[src/rtl/seq_det_ctrl_if.sv]
// Host/serial-path bundle for the programmable pattern detector controller.
// The master side (host sequencer + serial source) drives control, config and
// the qualified bit stream; the slave side (the controller) returns status.
interface seq_det_ctrl_if #(
  parameter int PAT_W = 3,
  parameter int CNT_W = 8,
  parameter int TO_W  = 16
);
  logic             start;
  logic             abort;
  logic [PAT_W-1:0] cfg_pattern;
  logic             cfg_overlap;
  logic [CNT_W-1:0] cfg_target;
  logic [TO_W-1:0]  cfg_timeout;
  logic             din_valid;
  logic             din;
  logic             busy;
  logic             match;
  logic             done;
  logic             timeout_flag;
  logic [CNT_W-1:0] match_cnt;
  logic [1:0]       state;

  modport master (
    output start, abort, cfg_pattern, cfg_overlap, cfg_target, cfg_timeout,
           din_valid, din,
    input  busy, match, done, timeout_flag, match_cnt, state
  );

  modport slave (
    input  start, abort, cfg_pattern, cfg_overlap, cfg_target, cfg_timeout,
           din_valid, din,
    output busy, match, done, timeout_flag, match_cnt, state
  );
endinterface

[src/rtl/seq_det_ctrl.sv]
// Run controller for a programmable serial pattern detector.
// Arms on start, latches the run config, counts PAT_W-bit pattern hits on the
// qualified stream (overlapping or not), and finishes on target or timeout.
module seq_det_ctrl #(
  parameter int PAT_W = 3,
  parameter int CNT_W = 8,
  parameter int TO_W  = 16
) (
  input logic          clk,
  input logic          rst,
  seq_det_ctrl_if.slave bus
);

  localparam int FILL_W = $clog2(PAT_W + 1);

  typedef enum logic [1:0] {
    IDLE = 2'b00,
    ARM  = 2'b01,
    RUN  = 2'b10,
    DONE = 2'b11
  } state_t;

  state_t state_q, state_nx;

  // Shadow copy of the run config, frozen in ARM
  logic [PAT_W-1:0]  pat_q, pat_nx;
  logic              ovl_q, ovl_nx;
  logic [CNT_W-1:0]  tgt_q, tgt_nx;
  logic [TO_W-1:0]   to_q, to_nx;

  // Bit history only needs PAT_W-1 bits: the newest bit comes straight from din
  logic [PAT_W-2:0]  hist_q, hist_nx;
  logic [PAT_W-1:0]  hist_n;
  logic [FILL_W-1:0] fill_q, fill_nx;
  logic [TO_W-1:0]   bitcnt_q, bitcnt_nx;

  logic [CNT_W-1:0]  cnt_q, cnt_nx;
  logic              tflag_q, tflag_nx;
  logic              match_q, match_nx;
  logic              done_q, done_nx;
  logic              busy_q, busy_nx;

  logic              bit_take;
  logic              hit;
  logic              tgt_hit;
  logic              to_hit;

  // Fill count saturates at PAT_W: beyond that only "window is full" matters
  function automatic logic [FILL_W-1:0] fill_sat(input logic [FILL_W-1:0] f);
    if (f >= FILL_W'(PAT_W)) return f;
    else                     return f + 1'b1;
  endfunction

  // State register
  always_ff @(posedge clk or posedge rst) begin
    if (rst) state_q <= IDLE;
    else     state_q <= state_nx;
  end

  // Next-state logic and the bit-level events that drive it
  always_comb begin
    hist_n   = {hist_q, bus.din};
    bit_take = (state_q == RUN) && bus.din_valid && !bus.abort;
    hit      = bit_take && ((int'(fill_q) + 1) >= PAT_W) && (hist_n == pat_q);
    tgt_hit  = hit && ((cnt_q + 1'b1) == tgt_q);
    to_hit   = bit_take && (to_q != '0) && ((bitcnt_q + 1'b1) == to_q);
    state_nx = state_q;
    case (state_q)
      IDLE: if (bus.start && !bus.abort) state_nx = ARM;
      ARM: begin
        if (bus.abort)                 state_nx = IDLE;
        else if (bus.cfg_target == '0) state_nx = DONE;
        else                           state_nx = RUN;
      end
      RUN: begin
        if (bus.abort)              state_nx = IDLE;
        else if (tgt_hit || to_hit) state_nx = DONE;
      end
      DONE:    state_nx = IDLE;
      default: state_nx = IDLE;
    endcase
  end

  // Next values of the datapath and of the registered outputs
  always_comb begin
    pat_nx    = pat_q;
    ovl_nx    = ovl_q;
    tgt_nx    = tgt_q;
    to_nx     = to_q;
    hist_nx   = hist_q;
    fill_nx   = fill_q;
    bitcnt_nx = bitcnt_q;
    cnt_nx    = cnt_q;
    tflag_nx  = tflag_q;
    match_nx  = hit;
    done_nx   = (state_nx == DONE);
    busy_nx   = (state_nx == ARM) || (state_nx == RUN);
    case (state_q)
      IDLE: begin
        if (bus.start && !bus.abort) begin
          cnt_nx   = '0;
          tflag_nx = 1'b0;
        end
      end
      ARM: begin
        if (!bus.abort) begin
          pat_nx    = bus.cfg_pattern;
          ovl_nx    = bus.cfg_overlap;
          tgt_nx    = bus.cfg_target;
          to_nx     = bus.cfg_timeout;
          hist_nx   = '0;
          fill_nx   = '0;
          bitcnt_nx = '0;
        end
      end
      RUN: begin
        if (bit_take) begin
          hist_nx   = hist_n[PAT_W-2:0];
          fill_nx   = (hit && !ovl_q) ? '0 : fill_sat(fill_q);
          bitcnt_nx = bitcnt_q + 1'b1;
          if (hit)               cnt_nx   = cnt_q + 1'b1;
          if (to_hit && !tgt_hit) tflag_nx = 1'b1;
        end
      end
      default: ;
    endcase
  end

  // Datapath and output registers
  always_ff @(posedge clk or posedge rst) begin
    if (rst) begin
      pat_q    <= '0;
      ovl_q    <= 1'b0;
      tgt_q    <= '0;
      to_q     <= '0;
      hist_q   <= '0;
      fill_q   <= '0;
      bitcnt_q <= '0;
      cnt_q    <= '0;
      tflag_q  <= 1'b0;
      match_q  <= 1'b0;
      done_q   <= 1'b0;
      busy_q   <= 1'b0;
    end else begin
      pat_q    <= pat_nx;
      ovl_q    <= ovl_nx;
      tgt_q    <= tgt_nx;
      to_q     <= to_nx;
      hist_q   <= hist_nx;
      fill_q   <= fill_nx;
      bitcnt_q <= bitcnt_nx;
      cnt_q    <= cnt_nx;
      tflag_q  <= tflag_nx;
      match_q  <= match_nx;
      done_q   <= done_nx;
      busy_q   <= busy_nx;
    end
  end

  assign bus.busy         = busy_q;
  assign bus.match        = match_q;
  assign bus.done         = done_q;
  assign bus.timeout_flag = tflag_q;
  assign bus.match_cnt    = cnt_q;
  assign bus.state        = state_q;

endmodule

[src/flat_wrapper.sv]
// flat-port wrapper written by rule: the top's interface ports become plain ports
module seq_det_ctrl_flat 
#(
  parameter int PAT_W = 3,
  parameter int CNT_W = 8,
  parameter int TO_W  = 16
)
  (clk, rst, bus_start, bus_abort, bus_cfg_pattern, bus_cfg_overlap, bus_cfg_target, bus_cfg_timeout, bus_din_valid, bus_din, bus_busy, bus_match, bus_done, bus_timeout_flag, bus_match_cnt, bus_state);
  seq_det_ctrl_if #(.PAT_W(PAT_W), .CNT_W(CNT_W), .TO_W(TO_W)) bus_i ();
  input logic clk;
  input logic rst;
  input wire logic [$bits(bus_i.start)-1:0] bus_start;
  input wire logic [$bits(bus_i.abort)-1:0] bus_abort;
  input wire logic [$bits(bus_i.cfg_pattern)-1:0] bus_cfg_pattern;
  input wire logic [$bits(bus_i.cfg_overlap)-1:0] bus_cfg_overlap;
  input wire logic [$bits(bus_i.cfg_target)-1:0] bus_cfg_target;
  input wire logic [$bits(bus_i.cfg_timeout)-1:0] bus_cfg_timeout;
  input wire logic [$bits(bus_i.din_valid)-1:0] bus_din_valid;
  input wire logic [$bits(bus_i.din)-1:0] bus_din;
  output wire logic [$bits(bus_i.busy)-1:0] bus_busy;
  output wire logic [$bits(bus_i.match)-1:0] bus_match;
  output wire logic [$bits(bus_i.done)-1:0] bus_done;
  output wire logic [$bits(bus_i.timeout_flag)-1:0] bus_timeout_flag;
  output wire logic [$bits(bus_i.match_cnt)-1:0] bus_match_cnt;
  output wire logic [$bits(bus_i.state)-1:0] bus_state;
  assign bus_i.start = bus_start;
  assign bus_i.abort = bus_abort;
  assign bus_i.cfg_pattern = bus_cfg_pattern;
  assign bus_i.cfg_overlap = bus_cfg_overlap;
  assign bus_i.cfg_target = bus_cfg_target;
  assign bus_i.cfg_timeout = bus_cfg_timeout;
  assign bus_i.din_valid = bus_din_valid;
  assign bus_i.din = bus_din;
  assign bus_busy = bus_i.busy;
  assign bus_match = bus_i.match;
  assign bus_done = bus_i.done;
  assign bus_timeout_flag = bus_i.timeout_flag;
  assign bus_match_cnt = bus_i.match_cnt;
  assign bus_state = bus_i.state;
  seq_det_ctrl #(.PAT_W(PAT_W), .CNT_W(CNT_W), .TO_W(TO_W)) u_core (.clk(clk), .rst(rst), .bus(bus_i));
endmodule
[config.mk]
export PLATFORM = sky130hd
export DESIGN_NAME = seq_det_ctrl_flat
export DESIGN_NICKNAME = d
export VERILOG_FILES = /design/src/rtl/seq_det_ctrl_if.sv /design/src/rtl/seq_det_ctrl.sv /design/src/flat_wrapper.sv
export SDC_FILE = /design/constraint.sdc
export NUM_CORES = 1
export LEC_CHECK = 0
export ABC_AREA = 1
export ABC_CLOCK_PERIOD_IN_PS = 2250
export BUFFER_PORTS_ARGS = -buffer_cell sky130_fd_sc_hd__buf_4
export CORE_ASPECT_RATIO = 0.75
export CORE_MARGIN = 2
export CORE_UTILIZATION = 35
export DETAILED_ROUTE_END_ITERATION = 10
export PLACE_DENSITY = 0.55
export SLEW_MARGIN = 20
export SYNTH_ARGS = -nofsm -noshare
export SYNTH_HDL_FRONTEND = slang
export SYNTH_SLANG_ARGS = --single-unit
[constraint.sdc]
create_clock -name clk -period 2.25 [get_ports clk]
set_input_delay 0.1125 -clock clk [delete_from_list [all_inputs] [get_ports clk]]
set_output_delay 0.1125 -clock clk [all_outputs]
set_load 0.02 [all_outputs]
Word-level counts from Yosys, hierarchy flattened
Cells that the tools add are included.

Flip-flop bits (word level): 62. Bits of input ports: 34. Output and inout bits: 14. Logic and storage cells: 84.

$add $sub $neg: 4. Magnitude comparators: 2. Equality and inequality tests: 15. Multiplexer cells: 24. Bitwise gates (word level): 1. Reduce and logical (&&, ||, !) cells: 25.

Operators by type and width (count): 32-bit by 3-bit greater-or-equal comparator with 1-bit output (second input constant) (1); 16-bit 2-to-1 mux (2); 16-bit one-hot mux with 2 select lines (1); 8-bit 2-to-1 mux (3); 2-bit 2-to-1 mux (9); 16-bit by 1-bit adder with 16-bit output (second input constant) (1); 16-bit == test (1); 8-bit one-hot mux with 2 select lines (1); 16-bit nonzero test (1); 4-bit AND reduction (3); 1-bit logical AND (10); 8-bit by 1-bit adder with 8-bit output (second input constant) (1); 2-bit == test (second input constant) (4); 8-bit == test (1); 8-bit logical NOT (1); 2-bit one-hot mux with 2 select lines (2); 2-bit one-hot mux with 4 select lines (1); 2-bit by 1-bit inequality test with 1-bit output (second input constant) (3); 2-bit by 1-bit == test with 1-bit output (second input constant) (2); 1-bit 2-to-1 mux (4); 2-bit inequality test (second input constant) (2); 2-bit nonzero test (2); 2-bit by 1-bit adder with 3-bit output (second input constant) (1); 3-bit == test (1); other kinds (10) (13).

Depth between registers and ports, before layout
Word-level depth: 12. Gate-level depth with buffers: 14. Gate-level depth less buffers: 14.

Worst setup path before layout
No wires, ideal clock.

Path kind: register to register. From: register u_core.cnt_q[0] (netlist: u_core.bus.match_cnt[0]). To: register u_core.busy_q (netlist: u_core.bus.busy). Library setup time: 0.126 ns. Arrival: 1.829 ns. Required time: 2.124 ns. Path slack: 0.295 ns. Stages on the path, launching flop included: 12. Buffers on the path: 0. Clock period less this slack: 1.955 ns. Path through: dfrtp_1 > ha_1 > nand3_1 > nor2_1 > nand2_1 > nand2_1 > nand2_1 > o21ai_0 > nor2_1 > nand3_1 > nand4_1 > ha_1.

Cells in the longest elaborated chain, start to end: 9. Elaborated cells on any way between the ends: 10. Those cells by class: add/sub: 1; eq/ne: 3; mux: 3; reduce/logical: 3.

RTL lines: from (decl) (RTL line seq_det_ctrl.sv:37) `logic [CNT_W-1:0] cnt_q, cnt_nx;`; from (signal assigned) (RTL line seq_det_ctrl.sv:152) `cnt_q <= cnt_nx;`; 8-bit by 1-bit adder with 8-bit output * (RTL line seq_det_ctrl.sv:65) `tgt_hit = hit && ((cnt_q + 1'b1) == tgt_q);`; 8-bit == test * (RTL line seq_det_ctrl.sv:65); 1-bit logical AND * (RTL line seq_det_ctrl.sv:65); 1-bit logical OR * (RTL line seq_det_ctrl.sv:77) `else if (tgt_hit || to_hit) state_nx = DONE;`; 2-bit 2-to-1 mux * (RTL line seq_det_ctrl.sv:77); 2-bit 2-to-1 mux * (RTL line seq_det_ctrl.sv:76) `if (bus.abort) state_nx = IDLE;`; 2-bit one-hot mux with 4 select lines * (RTL line seq_det_ctrl.sv:68) `case (state_q)`; via u_core.state_nx[0] (RTL line seq_det_ctrl.sv:23) `state_t state_q, state_nx;`; 2-bit by 1-bit == test with 1-bit output or 2-bit == test (tied branches) (RTL line seq_det_ctrl.sv:97) `busy_nx = (state_nx == ARM) || (state_nx == RUN);`; 1-bit logical OR * (RTL line seq_det_ctrl.sv:97); via u_core.busy_nx (RTL line seq_det_ctrl.sv:41) `logic busy_q, busy_nx;`; to (signal assigned) (RTL line seq_det_ctrl.sv:156) `busy_q <= busy_nx;`; to (decl) (RTL line seq_det_ctrl.sv:41).

Mark *: on every way through the listed nets, which the timed path passes. The rest lies on a longest branch. A chain may end at the register's enable or synchronous reset.

Worst setup path after layout
From: register u_core.bitcnt_q[0]. To: register u_core.busy_q (netlist: u_core.bus.busy).

Cells in the longest elaborated chain, start to end: 9. Elaborated cells on any way between the ends: 10. Those cells by class: add/sub: 1; eq/ne: 3; mux: 3; reduce/logical: 3.

RTL lines: from (decl) (RTL line seq_det_ctrl.sv:35) `logic [TO_W-1:0] bitcnt_q, bitcnt_nx;`; from (signal assigned) (RTL line seq_det_ctrl.sv:151) `bitcnt_q <= bitcnt_nx;`; 16-bit by 1-bit adder with 16-bit output * (RTL line seq_det_ctrl.sv:66) `to_hit = bit_take && (to_q != '0) && ((bitcnt_q + 1'b1) == to_q);`; 16-bit == test * (RTL line seq_det_ctrl.sv:66); 1-bit logical AND * (RTL line seq_det_ctrl.sv:66); 1-bit logical OR * (RTL line seq_det_ctrl.sv:77); 2-bit 2-to-1 mux * (RTL line seq_det_ctrl.sv:77); 2-bit 2-to-1 mux * (RTL line seq_det_ctrl.sv:76); 2-bit one-hot mux with 4 select lines * (RTL line seq_det_ctrl.sv:68); via u_core.state_nx[0] (RTL line seq_det_ctrl.sv:23); 2-bit by 1-bit == test with 1-bit output or 2-bit == test (tied branches) (RTL line seq_det_ctrl.sv:97); 1-bit logical OR * (RTL line seq_det_ctrl.sv:97); via u_core.busy_nx (RTL line seq_det_ctrl.sv:41).

Marked as above.

==> impl_results.html <==
<table>
<tr><th>Metric</th><th>Value</th></tr>
<tr><th colspan="2">Setup path</th></tr>
<tr><td>Setup crit end kind</td><td>flop</td></tr>
<tr><td>CP Max Fanout</td><td>8</td></tr>
<tr><td>Critical path class</td><td>flop to flop</td></tr>
<tr><td>Data required time of the critical path</td><td>about 2.5 ns</td></tr>
<tr><td>Cell with the most instances on the worst path</td><td>sky130_fd_sc_hd__nand2_1</td></tr>
<tr><td>Worst path slowest cell</td><td>sky130_fd_sc_hd__dfrtp_2</td></tr>
<tr><td>Slowest stage delay, CP</td><td>between 0.4 and 0.5 ns</td></tr>
<tr><td>Worst endpoint data arrival time</td><td>between 2 and 2.5 ns</td></tr>
<tr><td>Ordered cell list for the critical path</td><td>ha_4 &gt; nand2_2 &gt; nor2_4 &gt; nand3_1 &gt; nand2_1 &gt; nand2_1 &gt; nand2_1 &gt; nand2_1 &gt; nor2_1 &gt; nand2_1 &gt; nor2_2 &gt; nand2_1 &gt; nand4_1 &gt; ha_1</td></tr>
<tr><td>Startpoint types</td><td>flop</td></tr>
<tr><th colspan="2">Global route</th></tr>
<tr><td>Number of antenna violations at the first check in global routing</td><td>0</td></tr>
<tr><td>Via count of the first global-routing pass</td><td>between 3000 and 4000</td></tr>
<tr><td>Leftover overflow at the end of global routing</td><td>0</td></tr>
<tr><td>GRT Total Usage</td><td>between 10% and 20%</td></tr>
<tr><td>Global-route wire length before repair</td><td>15600 µm</td></tr>
<tr><td>Pin count of the biggest net entering global routing</td><td>39</td></tr>
<tr><th colspan="2">Final layout</th></tr>
<tr><td>Layout cells sized above 1</td><td>approximately 18%</td></tr>
<tr><td>Number of fill cells</td><td>975</td></tr>
<tr><td>Post-route cell area</td><td>between 4000 and 5000 µm²</td></tr>
<tr><td>Number of nets in the finished design</td><td>~600</td></tr>
<tr><td>Non-filler instance count after layout</td><td>685</td></tr>
<tr><td>Diode insertion count for antenna repair</td><td>0</td></tr>
<tr><td>Post-layout utilization of the core</td><td>47.9%</td></tr>
<tr><td>Area growth syn-to-layout</td><td>33.6%</td></tr>
<tr><th colspan="2">Logic synthesis</th></tr>
<tr><td>Ranking of synthesized cells by area</td><td>sky130_fd_sc_hd__dfrtp_1, sky130_fd_sc_hd__nand2_1, sky130_fd_sc_hd__nand3_1</td></tr>
<tr><td>Proportion of netlist area held by the largest area contributor</td><td>45.2%</td></tr>
<tr><td>Area leader, netlist</td><td>sky130_fd_sc_hd__dfrtp_1</td></tr>
<tr><td>Number of enable-type register cells in the synthesized netlist</td><td>0</td></tr>
<tr><td>Post-Syn Area</td><td>around 3400 µm²</td></tr>
<tr><td>Number of warnings reported in the yosys synthesis log</td><td>0</td></tr>
<tr><td>Synth Instances</td><td>460</td></tr>
<tr><td>Synthesized Nets</td><td>500</td></tr>
<tr><td>Post-synth cell types</td><td>29</td></tr>
<tr><td>Leading cell type by number of instances after synthesis</td><td>sky130_fd_sc_hd__nand2_1</td></tr>
<tr><td>Sequential share of the synthesized area</td><td>between 40% and 50%</td></tr>
<tr><td>Average cell area after synthesis</td><td>7.46 µm²</td></tr>
<tr><td>Count of state elements after synthesis</td><td>62</td></tr>
<tr><td>Share of flip-flops with an asynchronous set or reset</td><td>100%</td></tr>
<tr><td>Post-synth top flop</td><td>sky130_fd_sc_hd__dfrtp_1</td></tr>
<tr><td>Top cell types by occurrence after synthesis</td><td>sky130_fd_sc_hd__nand2_1, sky130_fd_sc_hd__dfrtp_1, sky130_fd_sc_hd__inv_1, sky130_fd_sc_hd__nand3_1, sky130_fd_sc_hd__o21ai_0</td></tr>
<tr><th colspan="2">STA</th></tr>
<tr><td>Share of the cycle needed by the critical path after routing</td><td>a little over nine tenths</td></tr>
<tr><td>Final-layout worst hold slack</td><td>0.00782 ns</td></tr>
<tr><td>Post-layout min period</td><td>about 2.1 ns</td></tr>
<tr><td>Max-slew headroom</td><td>59.9%</td></tr>
<tr><td>Final Hold Vio Count</td><td>0</td></tr>
<tr><td>Actual transition at the worst max-transition pin</td><td>0.600 ns</td></tr>
<tr><td>Max Slew Vio Count</td><td>0</td></tr>
<tr><td>Final worst-path setup slack</td><td>between 0.1 and 0.15 ns</td></tr>
<tr><td>Maximum clock frequency</td><td>between 400 and 500 MHz</td></tr>
<tr><td>Final Setup Violations</td><td>0</td></tr>
<tr><td>Final worst clock skew</td><td>around 0.0064 ns</td></tr>
<tr><td>Final TNS setup</td><td>0 ns</td></tr>
<tr><th colspan="2">CTS</th></tr>
<tr><td>Sink count of the clock tree</td><td>62</td></tr>
<tr><td>Clock network latency to the later pin of the worst-skew pair</td><td>approximately 0.33 ns</td></tr>
<tr><td>Clock root cell</td><td>sky130_fd_sc_hd__clkbuf_16</td></tr>
<tr><td>Clock Path Buffers</td><td>2</td></tr>
<tr><td>Number of CTS-inserted buffers</td><td>9</td></tr>
<tr><td>H-tree levels</td><td>3</td></tr>
<tr><td>Clock-pin slew on the worst setup and hold paths</td><td>around 0.060 ns</td></tr>
<tr><td>Clock tree from TritonCTS</td><td>yes</td></tr>
<tr><th colspan="2">Pwr</th></tr>
<tr><td>Final Power</td><td>between 3 and 4 mW</td></tr>
<tr><td>Internal power</td><td>approximately 2.4 mW</td></tr>
<tr><td>Part of the total power dissipated in the clock network</td><td>37.2%</td></tr>
<tr><td>Pwr/cell area</td><td>approximately 750 nW/µm²</td></tr>
<tr><td>Worst VDD drop</td><td>0.404 mV</td></tr>
<tr><td>Sequential fraction of design power</td><td>41.9%</td></tr>
<tr><td>Static leakage power</td><td>roughly 2.2 nW</td></tr>
<tr><td>Sw frac</td><td>30.9%</td></tr>
<tr><td>Switching Power</td><td>1.06 mW</td></tr>
<tr><td>Logic pwr share</td><td>between 20% and 30%</td></tr>
<tr><th colspan="2">Placement</th></tr>
<tr><td>Final HPWL from detailed placement</td><td>between 6000 and 7000 µm</td></tr>
<tr><td>Total instance count after detailed placement</td><td>640</td></tr>
<tr><td>Pre-CTS WS</td><td>0.0673 ns</td></tr>
<tr><td>Gpl congestion</td><td>a little under 0.9</td></tr>
<tr><td>Buffers added on ports</td><td>47</td></tr>
<tr><td>Placed standard-cell area</td><td>between 3000 and 4000 µm²</td></tr>
<tr><th colspan="2">Floorplan</th></tr>
<tr><td>Area of the core</td><td>between 9000 and 10000 µm²</td></tr>
<tr><td>Number of top-level pins</td><td>48</td></tr>
<tr><td>Die Outline Area</td><td>around 11000 µm²</td></tr>
<tr><td>Die outline height</td><td>89.8 µm</td></tr>
<tr><td>Die X-Extent</td><td>~120 µm</td></tr>
<tr><td>Standard-cell row count</td><td>31</td></tr>
<tr><td>Initial core utilization</td><td>between 30% and 40%</td></tr>
<tr><th colspan="2">Routing</th></tr>
<tr><td>Starting DRT DRC Count</td><td>~160</td></tr>
<tr><td>Post-DRT Antenna Nets</td><td>0</td></tr>
<tr><td>Per-cell routed wire length</td><td>~13 µm</td></tr>
<tr><td>Ratio of routed vias to standard cells</td><td>4.72</td></tr>
<tr><td>Via count</td><td>around 3200</td></tr>
<tr><td>Number of detailed-route iterations in the first pass</td><td>4</td></tr>
<tr><td>Remaining DRCs</td><td>0</td></tr>
<tr><td>Sum of routed wire length over all layers</td><td>between 9000 and 10000 µm</td></tr>
<tr><th colspan="2">Run</th></tr>
<tr><td>Max_cap viols</td><td>0</td></tr>
<tr><th colspan="2">Hold path</th></tr>
<tr><td>Min-Delay Path Class</td><td>primary input to flop</td></tr>
<tr><th colspan="2">Outcome</th></tr>
<tr><td>Result of the run</td><td>completed</td></tr>
</table>
==> placed cells by master, fill, tap and decap left out, types with 9 or more instances in the layout <==
cell type,count
sky130_fd_sc_hd__o22ai_1,12
sky130_fd_sc_hd__buf_4,59
sky130_fd_sc_hd__dlygate4sd3_1,25
sky130_fd_sc_hd__inv_1,56
sky130_fd_sc_hd__xor2_1,9
sky130_fd_sc_hd__nand4_1,16
sky130_fd_sc_hd__dfrtp_1,59
sky130_fd_sc_hd__nand3_1,42
sky130_fd_sc_hd__clkbuf_16,9
sky130_fd_sc_hd__o21ai_0,41
sky130_fd_sc_hd__nand2_1,145
sky130_fd_sc_hd__nor2_1,29
==> worst max-delay path: cells and delay by family, from the launching register on <==
family	cells	cell delay (ns)
simple gates	12	1.18
fa+ha+maj	2	0.41
flops	1	0.41
==> logic make-up (layout without fill, tap and decap cells) <==
kind of cell | Yosys count | after routing | share of synthesized area (%)
compound gates | 59 | 59 | 9.26
xor+xnor | 12 | 12 | 3.46
fa+ha+maj | 6 | 6 | 2.19
buf+inv | 67 | 160 | 7.40
flops | 62 | 62 | 45.2
simple gates | 254 | 254 | 32.5
==> flip-flops by register name, indices dropped and copies added, names as in the netlist <==
signal                   cells
u_core.bitcnt_q             16
u_core.bus.busy              1
u_core.bus.done              1
u_core.bus.match             1
u_core.bus.match_cnt         8
u_core.bus.state             2
u_core.bus.timeout_flag      1
u_core.fill_q                2
u_core.hist_q                2
u_core.ovl_q                 1
u_core.pat_q                 3
u_core.tgt_q                 8
u_core.to_q                 16
==> cell type report <==
cell class / count / area (µm²) / share of cell area, %
Multi-Input combinational cell: 331 / 1660 / 36.1
Sequential cell: 62 / 1560 / 33.9
Timing Repair Buffer: 85 / 713 / 15.5
Clock buffer: 10 / 239 / 5.21
Inverter: 59 / 221 / 4.83
Tap cell: 132 / 165 / 3.60
Clock inverter: 6 / 37.5 / 0.818
==> per-layer routing <==
metal / up-vias / global-route usage (%) / routed length (µm) / part of all wire [%]
li1: 1665 / - / - / -
met2: 59 / 26.7 / 3860 / 42
met3: 6 / 4.51 / 353 / 3.8
met5: - / 0 / 0 / 0
met1: 1505 / 27.6 / 4890 / 53
met4: 0 / 4.82 / 89 / 0.97
==> power groups by stage <==
stage | registers (mW) | logic (mW) | clock network [mW]
final | 1.44 | 0.719 | 1.28
after global routing | 1.47 | 0.835 | 1.36
after detailed placement | 1.46 | 0.658 | 0
after global placement | 1.45 | 0.646 | 0
after CTS | 1.44 | 0.696 | 1.32
after floorplan | 1.42 | 0.453 | 0
==> final timing paths <==
path	startpoint	endpoint	slack [ns]	cells past startpoint
worst max register to register	u_core.bitcnt_q[0]$_DFFE_PP0P_	u_core.bus.busy$_DFF_PP0_	0.14	14
worst max-delay path	u_core.bitcnt_q[0]$_DFFE_PP0P_	u_core.bus.busy$_DFF_PP0_	0.14	14
max in group asynchronous	rst	u_core.bitcnt_q[0]$_DFFE_PP0P_	1.21	4
min in group asynchronous	rst	u_core.to_q[0]$_DFFE_PP0P_	0.41	3
worst min register to register	u_core.tgt_q[0]$_DFFE_PP0P_	u_core.tgt_q[0]$_DFFE_PP0P_	0.51	2
worst min-delay path	bus_cfg_timeout[6]	u_core.to_q[6]$_DFFE_PP0P_	0.008	3
==> timing repair <==
item / in CTS / in global routing
gates resized for setup: 0 / 9
endpoints found under the hold margin: 48 / 0
hold buffers: 25 / 0
endpoints found under the setup margin: 0 / 2
setup buffers: 0 / 4
Power figures use the tool's default switching activity.
